<file path="config.mk">
export PLATFORM = sky130hd
export DESIGN_NAME = simple_splitter
export DESIGN_NICKNAME = d
export VERILOG_FILES = /design/src/rtl/simple_splitter.sv
export SDC_FILE = /design/constraint.sdc
export NUM_CORES = 1
export LEC_CHECK = 0
export BUFFER_PORTS_ARGS = -buffer_cell sky130_fd_sc_hd__buf_4
export CORE_MARGIN = 2
export CORE_UTILIZATION = 25
export DETAILED_ROUTE_END_ITERATION = 10
export SYNTH_ARGS = -nofsm -noshare
export SYNTH_HDL_FRONTEND = slang
export SYNTH_SLANG_ARGS = --single-unit
</file>
<file path="constraint.sdc">
create_clock -name clk -period 3.1 [get_ports clk]
set_input_delay 0.31 -clock clk [delete_from_list [all_inputs] [get_ports clk]]
set_output_delay 0.31 -clock clk [all_outputs]
set_load 0.05 [all_outputs]
</file>
<file path="src/rtl/simple_splitter.sv">
// Tag-routed demultiplexer: one tagged input stream fanned out to NUM_CHANNELS
// one-entry output slots. Optional drop counter via SIMPLE_SPLITTER_DROP_CNT_EN.
module simple_splitter #(
    parameter int NUM_CHANNELS      = 2,
    parameter int CHANNEL_WIDTH_IN  = 64,
    parameter int CHANNEL_WIDTH_OUT = 32,
    parameter int TAG_MSB           = 55,
    parameter int TAG_LSB           = 48
) (
    input  logic                                  clk,
    input  logic                                  reset,
    input  logic [CHANNEL_WIDTH_IN-1:0]           in_data,
    input  logic                                  in_valid,
    output logic                                  in_ready,
    output logic [CHANNEL_WIDTH_OUT*NUM_CHANNELS-1:0] out_data,
    output logic [NUM_CHANNELS-1:0]               out_valid,
    input  logic [NUM_CHANNELS-1:0]               out_ready,
`ifdef SIMPLE_SPLITTER_DROP_CNT_EN
    output logic [15:0]                           drop_count,
    input  logic [0:0]                            drop_clr,
`endif
    output logic                                  tag_error
);

    localparam int TW   = TAG_MSB - TAG_LSB + 1;
    // Compare width wide enough to hold both the tag and NUM_CHANNELS untruncated.
    localparam int CMPW = (TW > 31) ? TW + 1 : 32;
    localparam int OW   = CHANNEL_WIDTH_OUT;

    logic [TW-1:0]                    tag_s;
    logic [CMPW-1:0]                  tag_ext_s;
    logic                             tag_ok_s;
    logic [NUM_CHANNELS-1:0]          free_s;
    logic [NUM_CHANNELS-1:0]          hit_s;
    logic                             free_sel_s;
    logic                             accept_s;
    logic                             unused_in_bits_s;

    logic [NUM_CHANNELS-1:0]          valid_q, valid_d;
    logic [NUM_CHANNELS-1:0][OW-1:0]  data_q, data_d;
    logic                             tag_error_q, tag_error_d;

    assign tag_s            = in_data[TAG_MSB:TAG_LSB];
    assign tag_ext_s        = CMPW'(tag_s);
    assign tag_ok_s         = (tag_ext_s < CMPW'(NUM_CHANNELS));
    assign unused_in_bits_s = ^in_data;

    // Per-slot free flags and selection of the slot addressed by the tag.
    always_comb begin
        free_s     = '0;
        hit_s      = '0;
        free_sel_s = 1'b0;
        for (int k = 0; k < NUM_CHANNELS; k++) begin
            free_s[k] = !valid_q[k] || out_ready[k];
            if (tag_ext_s == CMPW'(k)) begin
                hit_s[k]   = 1'b1;
                free_sel_s = free_s[k];
            end else begin
                hit_s[k]   = 1'b0;
            end
        end
    end

    // Out-of-range words are always consumed so they can never stall the link.
    assign in_ready = tag_ok_s ? free_sel_s : 1'b1;
    assign accept_s = in_valid && in_ready;

    // Slot next-state: refill wins over drain, so drain+refill keeps the slot valid.
    always_comb begin
        valid_d     = valid_q;
        data_d      = data_q;
        tag_error_d = accept_s && !tag_ok_s;
        for (int k = 0; k < NUM_CHANNELS; k++) begin
            if (accept_s && tag_ok_s && hit_s[k]) begin
                valid_d[k] = 1'b1;
                data_d[k]  = in_data[OW-1:0];
            end else if (out_ready[k]) begin
                valid_d[k] = 1'b0;
            end else begin
                valid_d[k] = valid_q[k];
            end
        end
    end

    // Slot and error-pulse registers.
    always_ff @(posedge clk or negedge reset) begin
        if (!reset) begin
            valid_q     <= '0;
            data_q      <= '0;
            tag_error_q <= 1'b0;
        end else begin
            valid_q     <= valid_d;
            data_q      <= data_d;
            tag_error_q <= tag_error_d;
        end
    end

    assign out_valid = valid_q;
    assign out_data  = data_q;
    assign tag_error = tag_error_q;

`ifdef SIMPLE_SPLITTER_DROP_CNT_EN
    logic [15:0] drop_cnt_q, drop_cnt_d;

    // Saturating drop counter; clear has priority over an increment.
    always_comb begin
        drop_cnt_d = drop_cnt_q;
        if (drop_clr[0]) begin
            drop_cnt_d = 16'h0000;
        end else if (tag_error_d && (drop_cnt_q != 16'hFFFF)) begin
            drop_cnt_d = drop_cnt_q + 16'h0001;
        end else begin
            drop_cnt_d = drop_cnt_q;
        end
    end

    // Drop counter register.
    always_ff @(posedge clk or negedge reset) begin
        if (!reset) begin
            drop_cnt_q <= 16'h0000;
        end else begin
            drop_cnt_q <= drop_cnt_d;
        end
    end

    assign drop_count = drop_cnt_q;
`endif

endmodule

</file>
==> results of run 1 <==
## logic make-up (layout without fill, tap and decap cells)
group                  count (synthesis)  after routing  synth area share [%]
AO/OA/AOI/OAI                          2              2                 0.487
buffers and inverters                  6            132                  1.90
flip-flops                            67             67                  65.3
multiplexers                          64             64                  28.1
AND/OR/NAND/NOR                       13             13                  4.19
## state kept, by name (all words and copies together) (netlist names)
name,count
out_data,64
out_valid,2
tag_error,1
## synthesized netlist by cell type, drive strengths merged
library cell and count:
or4 1, o21bai 1, o21ai 1, nor4b 1
dfrtp 67, mux2 64, nand2b 3, nor2b 2
nand4b 1, nor3 1, buf 6, nand2 2
nand3b 1, and2 1
## layout make-up
type / count / area (sq um) / share of cell area, %
clock buffers: 11 / 131 / 3.49
clock inverters: 5 / 77.6 / 2.06
multi-input cells: 79 / 841 / 22.3
flip-flops and latches: 67 / 1680 / 44.5
well taps: 133 / 166 / 4.42
repair buffers: 116 / 871 / 23.1
## metal layers
metal	vias to the layer above	wire, um
met3	9	552
met4	0	75
met2	76	2620
met5	-	0
met1	844	2290
li1	784	-
## power by group through the flow
stage / Sequential (mW) / Clock (mW) / Combinational, mW
2_1_floorplan: 1.09 / 0 / 0.0402
3_3_place_gp: 0.951 / 0 / 0.325
3_5_place_dp: 0.952 / 0 / 0.327
4_1_cts: 0.935 / 0.820 / 0.327
5_1_grt: 0.940 / 0.861 / 0.340
6_report: 0.935 / 0.781 / 0.322
## worst max path at each step
| stage | startpoint | to | slack, ns | cells past startpoint |
|---|---|---|---|---|
| final | in_data[50] | in_ready | 1.27 | 5 |
| after global routing | in_data[50] | in_ready | 1.23 | 5 |
| after floorplan | in_data[50] | out_data[33] | 1.17 | 4 |
| after CTS | in_data[50] | in_ready | 1.26 | 5 |
| after global placement | in_data[50] | out_data[44] | 0.98 | 5 |
| after detailed placement | in_data[50] | out_data[33] | 0.96 | 5 |
## critical path, stage by stage
cell      delay, ns
buf_4          0.11
or4_4          0.56
nand2b_1       0.20
nand2b_1       0.17
buf_4          0.19
## metrics by stage
| stage | std cells | util [%] |
|---|---|---|
| 2_1_floorplan | 152 | - |
| 3_3_place_gp | 395 | 36.0 |
| 3_5_place_dp | 395 | 36.0 |
| 4_1_cts | 411 | 38.2 |
| 5_1_grt | 411 | 38.2 |
| 6_report | 411 | 38.2 |
==> results_dict.tcl, run 1 <==
set metrics [dict create \
    pin_count 137 \
    grt_pass1_vias 1835 \
    cts_tree "built" \
    antenna_found_initial 0 \
    mostFrequentLayoutCells "buf_4 (116), dfrtp_1 (67), mux2_2 (64)" \
    ctsHoldBuffers 0 \
    drt-vias-per-instance 4.17 \
    reg2reg_depth 4 \
    ys_seq_area_share_pct 65.3 \
    ant_nets 0 \
    cts_buffers 9 \
    totalWireLength_mm 5.55 \
    clock_path_buffers 2 \
    rsz0062_at_grt "false" \
    crit_arrival_ns 1.52 \
    finClkSkew_ns 0.00847 \
    syn2layout_area_growth_pct 46.7 \
    cts_resized 0 \
    layout_commonest_cell "buf_4" \
    seqPwrFrac_pct 45.9 \
    p_switching_mw 0.555 \
    slew_viol_final 0 \
    critPathRequiredTime_ns 2.79 \
    final.setup.tns_ns 0 \
    path_class "in2out" \
    clockRootBuffer "clkbuf_8" \
    grtUsageTotal_pct 10.6 \
    die_area_sq_um 11100 \
    initial_core_util_pct 26.0 \
    drc 0 \
    clock.fmax_ghz 0.546 \
    drive_above_1_share_pct 70.9 \
    intPower_mw 1.48 \
    clock_latency_ns 0.34 \
    place_ws_ns 0.964 \
    stdcell_area_sq_um 3760 \
    clk_pin_slew_worst_paths_ns 0.07 \
    avgSynthCellArea_sq_um 16.9 \
    ir_drop_v 0.000270 \
    synth_area_leader_cell "dfrtp_1" \
    yosysWarnings 0 \
    synth_area_sq_um 2570 \
    timing.rr.end "out_data[33]" \
    synth_seq_cells 67 \
    use_met3_pct 5.38 \
    overflow 0 \
    dieWidth_um 105 \
    power.leakage_nw 2.02 \
    first_iter_violations 22 \
    grt_max_degree 68 \
    die_y_um 105 \
    critPathLaunchType "primary input" \
    fillers 948 \
    worst_hold_path_type "in2async" \
    period_needed_ns 1.83 \
    synth_cells 152 \
    drtPass1Iterations 4 \
    htree_levels 3 \
    port_buffers 112 \
    power_per_cell_area_nw_per_um2 542 \
    hold_ws_ns 0.0802 \
    status "completed" \
    setup_viol 0 \
    yosys.cell_types.count 15 \
    synthTopCellsByArea "dfrtp_1 (65%), mux2_2 (28%), buf_6 (1.3%)" \
    grt_pass1_wl_mm 9.22 \
    place_congestion 0.672 \
    clkSinkCount 67 \
    top_usage_layer "met2" \
    combPwrFrac_pct 15.8 \
    final-hold-violation-count 0 \
    met2_usage_pct 16.3 \
    vias 1713 \
    p_clk_share_pct 38.3 \
    cts_setup_buffers 0 \
    worstMarginPinSlew_ns 0.842 \
    setup_ws_ns 1.27 \
    regToRegStartpoint "out_valid[1]" \
    p_total_mw 2.04 \
    fin_crit_sh_pct 59.1 \
    switching_share_pct 27.2 \
    detail_route.wl_per_cell_um 13.5 \
    final_nets 342 \
    cp_max_fo 3 \
    r2r_slack_ns 1.45 \
    place_hpwl_mm 3.98 \
    place_area_sq_um 3550 \
    n_antenna_cell 0 \
    cap_violations 0 \
    slew_headroom_pct 43.9 \
    core_area_sq_um 9860 \
    grtUsageMet1_pct 12.7 \
    rows 36 \
    synth_nets 221 \
    cp-end-kind "primary output" \
    synth_top_area_share_pct 65.3 \
]
Power figures use the tool's default switching activity.
==> inputs of run 2 (changes only) <==
--- a/config.mk
+++ b/config.mk
@@ -5,6 +5,7 @@
 export SDC_FILE = /design/constraint.sdc
 export NUM_CORES = 1
 export LEC_CHECK = 0
+export ABC_AREA = 1
 export BUFFER_PORTS_ARGS = -buffer_cell sky130_fd_sc_hd__buf_4
 export CORE_MARGIN = 2
 export CORE_UTILIZATION = 25
==> constraint.sdc (replaced) <==
create_clock -name clk -period 1.9 [get_ports clk]
set_input_delay 0.19 -clock clk [delete_from_list [all_inputs] [get_ports clk]]
set_output_delay 0.19 -clock clk [all_outputs]
set_load 0.05 [all_outputs]
==> run 2 against run 1 <==
  * Core utilization is 0.94 points lower
  * Cell count is 38% higher
  * Area after synthesis is 2.9% higher
  * Sequential cell count stayed put
  * Critical path depth is 1 lower
  * Largest cell class unchanged
  * Largest power group unchanged
  * Highest routed layer unchanged
==> results_dict.tcl, run 2 <==
set metrics [dict create \
    status "completed" \
    grt_pass1_wl_mm 11.5 \
    crit_path_max_incr_delay_ns 0.38 \
    critPathLaunchType "register" \
    antenna_found_initial 0 \
    combPwrFrac_pct 4.8 \
    totalWireLength_mm 6.90 \
    synth_xor_xnor_area_share_pct 0 \
    place_congestion 0.703 \
    period_needed_ns 1.41 \
    fin_crit_sh_pct 74.3 \
    clockRootBuffer "clkbuf_8" \
    critPathRequiredTime_ns 1.71 \
    switching_share_pct 22.3 \
    synthFlopType "dfrtp_1" \
    rows 37 \
    n_antenna_cell 0 \
    dieWidth_um 107 \
    grt_max_degree 68 \
    grt_pass1_vias 2389 \
    synth_adder_area_share_pct 0 \
    final.setup.tns_ns 0 \
    cts_resized 0 \
    grtUsageTotal_pct 12.8 \
    cp_common_cell "nand2_1" \
    synth_nets 375 \
    synth.top_cells.by_count "nand2_1 (203), dfrtp_1 (67), inv_1 (8)" \
    intPower_mw 2.09 \
    fillers 1090 \
    crit_arrival_ns 1.22 \
    setup_viol 0 \
    overflow 0 \
    mostFrequentLayoutCells "nand2_1 (203), buf_4 (119), dfrtp_1 (67)" \
    synthTopCellsByArea "dfrtp_1 (63%), nand2_1 (29%), buf_4 (1.7%)" \
    holdPathStages 3 \
    synth_top_family_by_area "simple AND/OR/NAND/NOR gates" \
    rsz0062_at_grt "false" \
    slew_viol_final 0 \
    syn2layout_area_growth_pct 44.8 \
    seqPwrFrac_pct 53.0 \
    async_flop_share_pct 100 \
    ir_drop_v 0.000272 \
    detail_route.wl_per_cell_um 12.2 \
    drive_above_1_share_pct 32.1 \
    clock.fmax_ghz 0.708 \
    htree_levels 3 \
    synth_most_common_cell "nand2_1" \
    synth_seq_cells 67 \
    cap_violations 0 \
    core_area_sq_um 10300 \
    path_buf_inv 1 \
    power.leakage_nw 2.28 \
    synth_area_sq_um 2640 \
    layout_commonest_cell "nand2_1" \
    final_nets 494 \
    path_depth 4 \
    drt-vias-per-instance 4.10 \
    cp_top_family "flip-flops" \
    power_per_cell_area_nw_per_um2 705 \
    cp-end-kind "primary output" \
    drc 0 \
    yosysWarnings 0 \
    worst_hold_path_type "in2reg" \
    place_hpwl_mm 4.84 \
    synth_mux_area_share_pct 0 \
    path_cells "nand2_1 > nand2_1 > nand3_1 > buf_4" \
    finClkSkew_ns 0.00679 \
    reg2reg_depth 8 \
    avgSynthCellArea_sq_um 8.63 \
    synth_top_area_share_pct 63.5 \
    clkSinkCount 67 \
    initial_core_util_pct 25.7 \
    synth_cells 306 \
    synth_compound_area_share_pct 0 \
    ant_nets 0 \
    synthSimpleGateAreaFrac_pct 32.5 \
    slew_headroom_pct 41.7 \
    largest_register_ffs 64 \
    first_iter_violations 78 \
    synth_area_leader_cell "dfrtp_1" \
    worstMarginPinSlew_ns 0.875 \
    final-hold-violation-count 0 \
    ys_seq_area_share_pct 63.5 \
    p_clk_share_pct 42.2 \
    cts_buffers 9 \
    port_buffers 112 \
    path_class "reg2out" \
    clk_pin_slew_worst_paths_ns 0.08 \
    critPathSlowestCell "dfrtp_1" \
    cp_max_fo 3 \
    cts_tree "built" \
    drtPass1Iterations 4 \
    clock_latency_ns 0.33 \
    synth_edf_count 0 \
    pin_count 137 \
    ctsHoldBuffers 1 \
    fin_util_pct 37.2 \
    cts_setup_buffers 0 \
    clock_path_buffers 2 \
    p_switching_mw 0.601 \
    die_y_um 107 \
    die_area_sq_um 11400 \
    yosys.cell_types.count 12 \
    vias 2321 \
]
==> run 2: cell types whose count changed after synthesis, sizes merged, moves of 2 or more <==
cell | before | now
buf | 6 | 12
nand2b | 3 | 0
nor2 | 0 | 9
mux2 | 64 | 0
nor2b | 2 | 0
nand3 | 0 | 3
nand4 | 0 | 2
nand2 | 2 | 204
inv | 0 | 8
==> run 2: tightest hold or removal path: cells and delay by family <==
| kind | cells | cell delay, ns |
|---|---|---|
| buffers and inverters | 1 | 0.08 |
| AND/OR/NAND/NOR | 2 | 0.08 |
==> run 2: layout make-up <==
class	instances	area (sq um)	area share, %
Clock buffer	11	131	3.43
Inverter	8	30.0	0.785
Tap cell	136	170	4.45
Clock inverter	5	53.8	1.41
Sequential cell	67	1680	43.8
Multi-Input combinational cell	219	860	22.5
Timing Repair Buffer	120	903	23.6
==> run 2: kinds of logic after synthesis <==
| family | after synthesis |
|---|---|
| AND/OR/NAND/NOR | 219 |
| flip-flops | 67 |
| buffers and inverters | 20 |
==> run 2: power groups by stage <==
| stage | sequential (mW) | combinational, mW | clock (mW) |
|---|---|---|---|
| floorplan | 1.46 | 0.00998 | 0 |
| global placement | 1.46 | 0.131 | 0 |
| detailed placement | 1.46 | 0.132 | 0 |
| CTS | 1.43 | 0.134 | 1.19 |
| global route | 1.43 | 0.148 | 1.27 |
| finish | 1.43 | 0.131 | 1.14 |
==> run 2: final timing paths <==
kind | start | to | slack [ns]
worst max register to register | out_valid[1] | out_data[16] | 0.50
max in group asynchronous | reset | out_data[29] | 0.80
worst max-delay path | out_valid[1] | in_ready | 0.49
min in group asynchronous | reset | out_data[3] | 0.47
worst min-delay path | in_data[13] | out_data[45] | 0.05
worst min register to register | out_data[15] | out_data[15] | 0.48
==> run 2: metrics by stage <==
step	cell area [sq um]	cells	setup WS, ns	total power [mW]	hold slack, ns
floorplan	2640	306	0.308	1.47	-0.106
global route	3820	566	0.325	2.84	0.0299
detailed placement	3630	549	0.298	1.59	0.358
CTS	3820	566	0.435	2.75	0.0302
global placement	3630	549	0.332	1.59	0.350
finish	3820	566	0.488	2.70	0.0521
==> run 2: layer usage <==
layer	GRT usage [%]	wire, um	share of wire (%)	vias up
li1	-	-	-	1153
met4	4.73	106	1.5	0
met1	16.4	3140	46	1083
met2	19.9	3140	45	75
met3	4.32	515	7.5	10
met5	0	0	0	-
==> inputs of run 3 (changes only) <==
--- a/config.mk
+++ b/config.mk
@@ -5,7 +5,7 @@
 export SDC_FILE = /design/constraint.sdc
 export NUM_CORES = 1
 export LEC_CHECK = 0
-export ABC_AREA = 1
+export ABC_AREA = 0
 export BUFFER_PORTS_ARGS = -buffer_cell sky130_fd_sc_hd__buf_4
 export CORE_MARGIN = 2
 export CORE_UTILIZATION = 25
==> constraint.sdc (replaced) <==
create_clock -name clk -period 1.4 [get_ports clk]
set_input_delay 0.14 -clock clk [delete_from_list [all_inputs] [get_ports clk]]
set_output_delay 0.14 -clock clk [all_outputs]
set_load 0.05 [all_outputs]
==> run 3 against run 2 <==
  * The flow now finishes with violations (negative setup slack)
  * Register-to-register slack lost 0.67 ns
  * First-iteration DRC count shrank 63%
  * Global-route usage shrank 2.0 points
  * Sequential share of layout area shrank 1.9 points
  * Critical path depth grew 1
  * Design area grew 4.6%
  * Worst hold slack lost 0.010 ns
  * Non-clock buffer count grew 5
  * Core utilization grew 3.3 points
  * Count of clock-buffer cells in the layout is the same
  * Critical endpoint is now out_data[61]
  * Largest cell class unchanged
  * Largest power group unchanged
==> results_dict.tcl, run 3 (synthesis results as in run 1) <==
set metrics [dict create \
    ir_drop_v 0.000689 \
    ant_nets 0 \
    slew_headroom_pct 75.5 \
    syn2layout_area_growth_pct 55.9 \
    period_needed_ns 1.57 \
    pin_count 137 \
    rsz0062_at_grt "true" \
    layout_commonest_cell "buf_4" \
    crit_path_max_incr_delay_ns 0.40 \
    overflow 0 \
    clk_pin_slew_worst_paths_ns 0.07 \
    r2r_slack_ns -0.17 \
    use_met3_pct 4.14 \
    p_switching_mw 1.22 \
    critPathLaunchType "register" \
    place_congestion 0.666 \
    reg2reg_depth 5 \
    worst_hold_path_type "in2reg" \
    top_usage_layer "met2" \
    setup_ws_ns -0.165 \
    grtUsageMet1_pct 12.5 \
    status "complete, but fails checks" \
    finClkSkew_ns 0.00667 \
    grt_pass1_wl_mm 9.42 \
    fin_util_pct 40.6 \
    drt-vias-per-instance 4.13 \
    violations "negative setup slack" \
    antenna_found_initial 0 \
    cts_tree "built" \
    setup_viol 65 \
    final_nets 351 \
    vias 1734 \
    path_class "reg2reg" \
    drtPass1Iterations 2 \
    clkSinkCount 67 \
    n_antenna_cell 0 \
    final-hold-violation-count 0 \
    timing.rr.end "out_data[61]" \
    combPwrFrac_pct 16.5 \
    seqCellArea_sq_um 1680 \
    first_iter_violations 29 \
    hold_ws_ns 0.0418 \
    largest_register_ffs 64 \
    place_hpwl_mm 3.86 \
    drive_above_1_share_pct 73.9 \
    die_y_um 105 \
    htree_levels 3 \
    grt_max_degree 34 \
    cp-end-kind "register" \
    switching_share_pct 27.0 \
    dieWidth_um 105 \
    port_buffers 112 \
    fin_crit_sh_pct 112 \
    grt_pass1_vias 1907 \
    path_cells "nor2b_4 > nor4b_4 > buf_6 > buf_12 > mux2_2" \
    p_clk_share_pct 37.8 \
    core_area_sq_um 9860 \
    power.leakage_nw 2.12 \
    grtUsageTotal_pct 10.8 \
    critPathSlowestCell "dfrtp_2" \
    die_area_sq_um 11100 \
    clock_latency_ns 0.33 \
    mostFrequentLayoutCells "buf_4 (116), dfrtp_1 (65), mux2_2 (54)" \
    worstMarginPinSlew_ns 0.368 \
    initial_core_util_pct 26.0 \
    critPathRequiredTime_ns 1.62 \
    totalWireLength_mm 5.76 \
    slew_viol_final 0 \
    intPower_mw 3.31 \
    seqPwrFrac_pct 45.7 \
    regToRegStartpoint "out_valid[1]" \
    clockRootBuffer "clkbuf_8" \
    clock.fmax_ghz 0.639 \
    power_per_cell_area_nw_per_um2 1130 \
    crit_path_end "out_data[61]" \
    detail_route.wl_per_cell_um 13.7 \
    met2_usage_pct 17.8 \
    cap_violations 0 \
    place_ws_ns -0.433 \
    clock_path_buffers 2 \
    cp_max_fo 16 \
    critPathLaunch "out_valid[1]" \
    fillers 948 \
    drc 0 \
    cts_buffers 9 \
    rows 36 \
    crit_arrival_ns 1.78 \
    multi_input_area_sq_um 928 \
]
==> run 3: cell types whose count changed in the layout (fill, tap and decap cells not counted), moves of 3 or more <==
cell / change
mux2_2: +54
buf_12: +3
buf_6: +3
nor2_1: -7
nand2_1: -201
buf_4: -3
mux2_4: +10
inv_1: -8
nand2b_4: +3
==> run 3: per-stage QoR <==
| step | setup TNS, ns | cell area [sq um] | instances | total power [mW] |
|---|---|---|---|---|
| after global routing | -8.84 | 4000 | 420 | 4.76 |
| after global placement | -23.12 | 3650 | 400 | 2.84 |
| after floorplan | -12.14 | 2600 | 152 | 2.51 |
| final | -6.54 | 4000 | 420 | 4.53 |
| after CTS | -4.88 | 3930 | 419 | 4.62 |
| after detailed placement | -24.23 | 3650 | 400 | 2.85 |
==> run 3: power by group through the flow <==
stage               Sequential [mW]  Clock, mW  Combinational [mW]
global placement               2.11          0               0.733
global route                   2.08       1.89               0.786
CTS                            2.07       1.81               0.745
detailed placement             2.11          0               0.738
finish                         2.07       1.71               0.746
floorplan                      2.42          0              0.0906
==> run 3: critical path: cells and delay by family, from the launching register on <==
kind,cells,cell delay (ns)
buffers and inverters,2,0.34
flip-flops,1,0.40
multiplexers,1,0.35
AND/OR/NAND/NOR,2,0.36
==> run 3: metal layers <==
metal | up-vias | routed length [um]
met2 | 67 | 2900
met1 | 862 | 2410
met3 | 5 | 377
met4 | 0 | 65
met5 | - | 0
li1 | 800 | -
==> run 3: worst min-delay path by stage <==
stage	startpoint	endpoint	slack (ns)	depth (start not counted)
floorplan	reset	out_data[0]	-0.16	0
detailed placement	reset	out_valid[1]	0.08	1
global route	in_data[23]	out_data[23]	0.007	2
global placement	reset	tag_error	0.08	1
finish	in_data[15]	out_data[47]	0.04	2
CTS	in_data[15]	out_data[47]	0.01	2
==> run 3: what timing repair did <==
| action | CTS | global route |
|---|---|---|
| gates cloned | 1 | 0 |
| gates resized for setup | 9 | 13 |
| hold buffers | 1 | 0 |
| endpoints found under the setup margin | 33 | 36 |
| pin swaps | 1 | 1 |
| hold endpoints to repair | 25 | 0 |
| setup buffers | 1 | 1 |
==> run 3: cell type report <==
cell class	count	area share (%)
timing repair buffer	125	25.4
clock inverter	5	1.94
clock buffer	11	3.28
tap	133	4.16
multi-input combinational	79	23.2
sequential	67	42.0
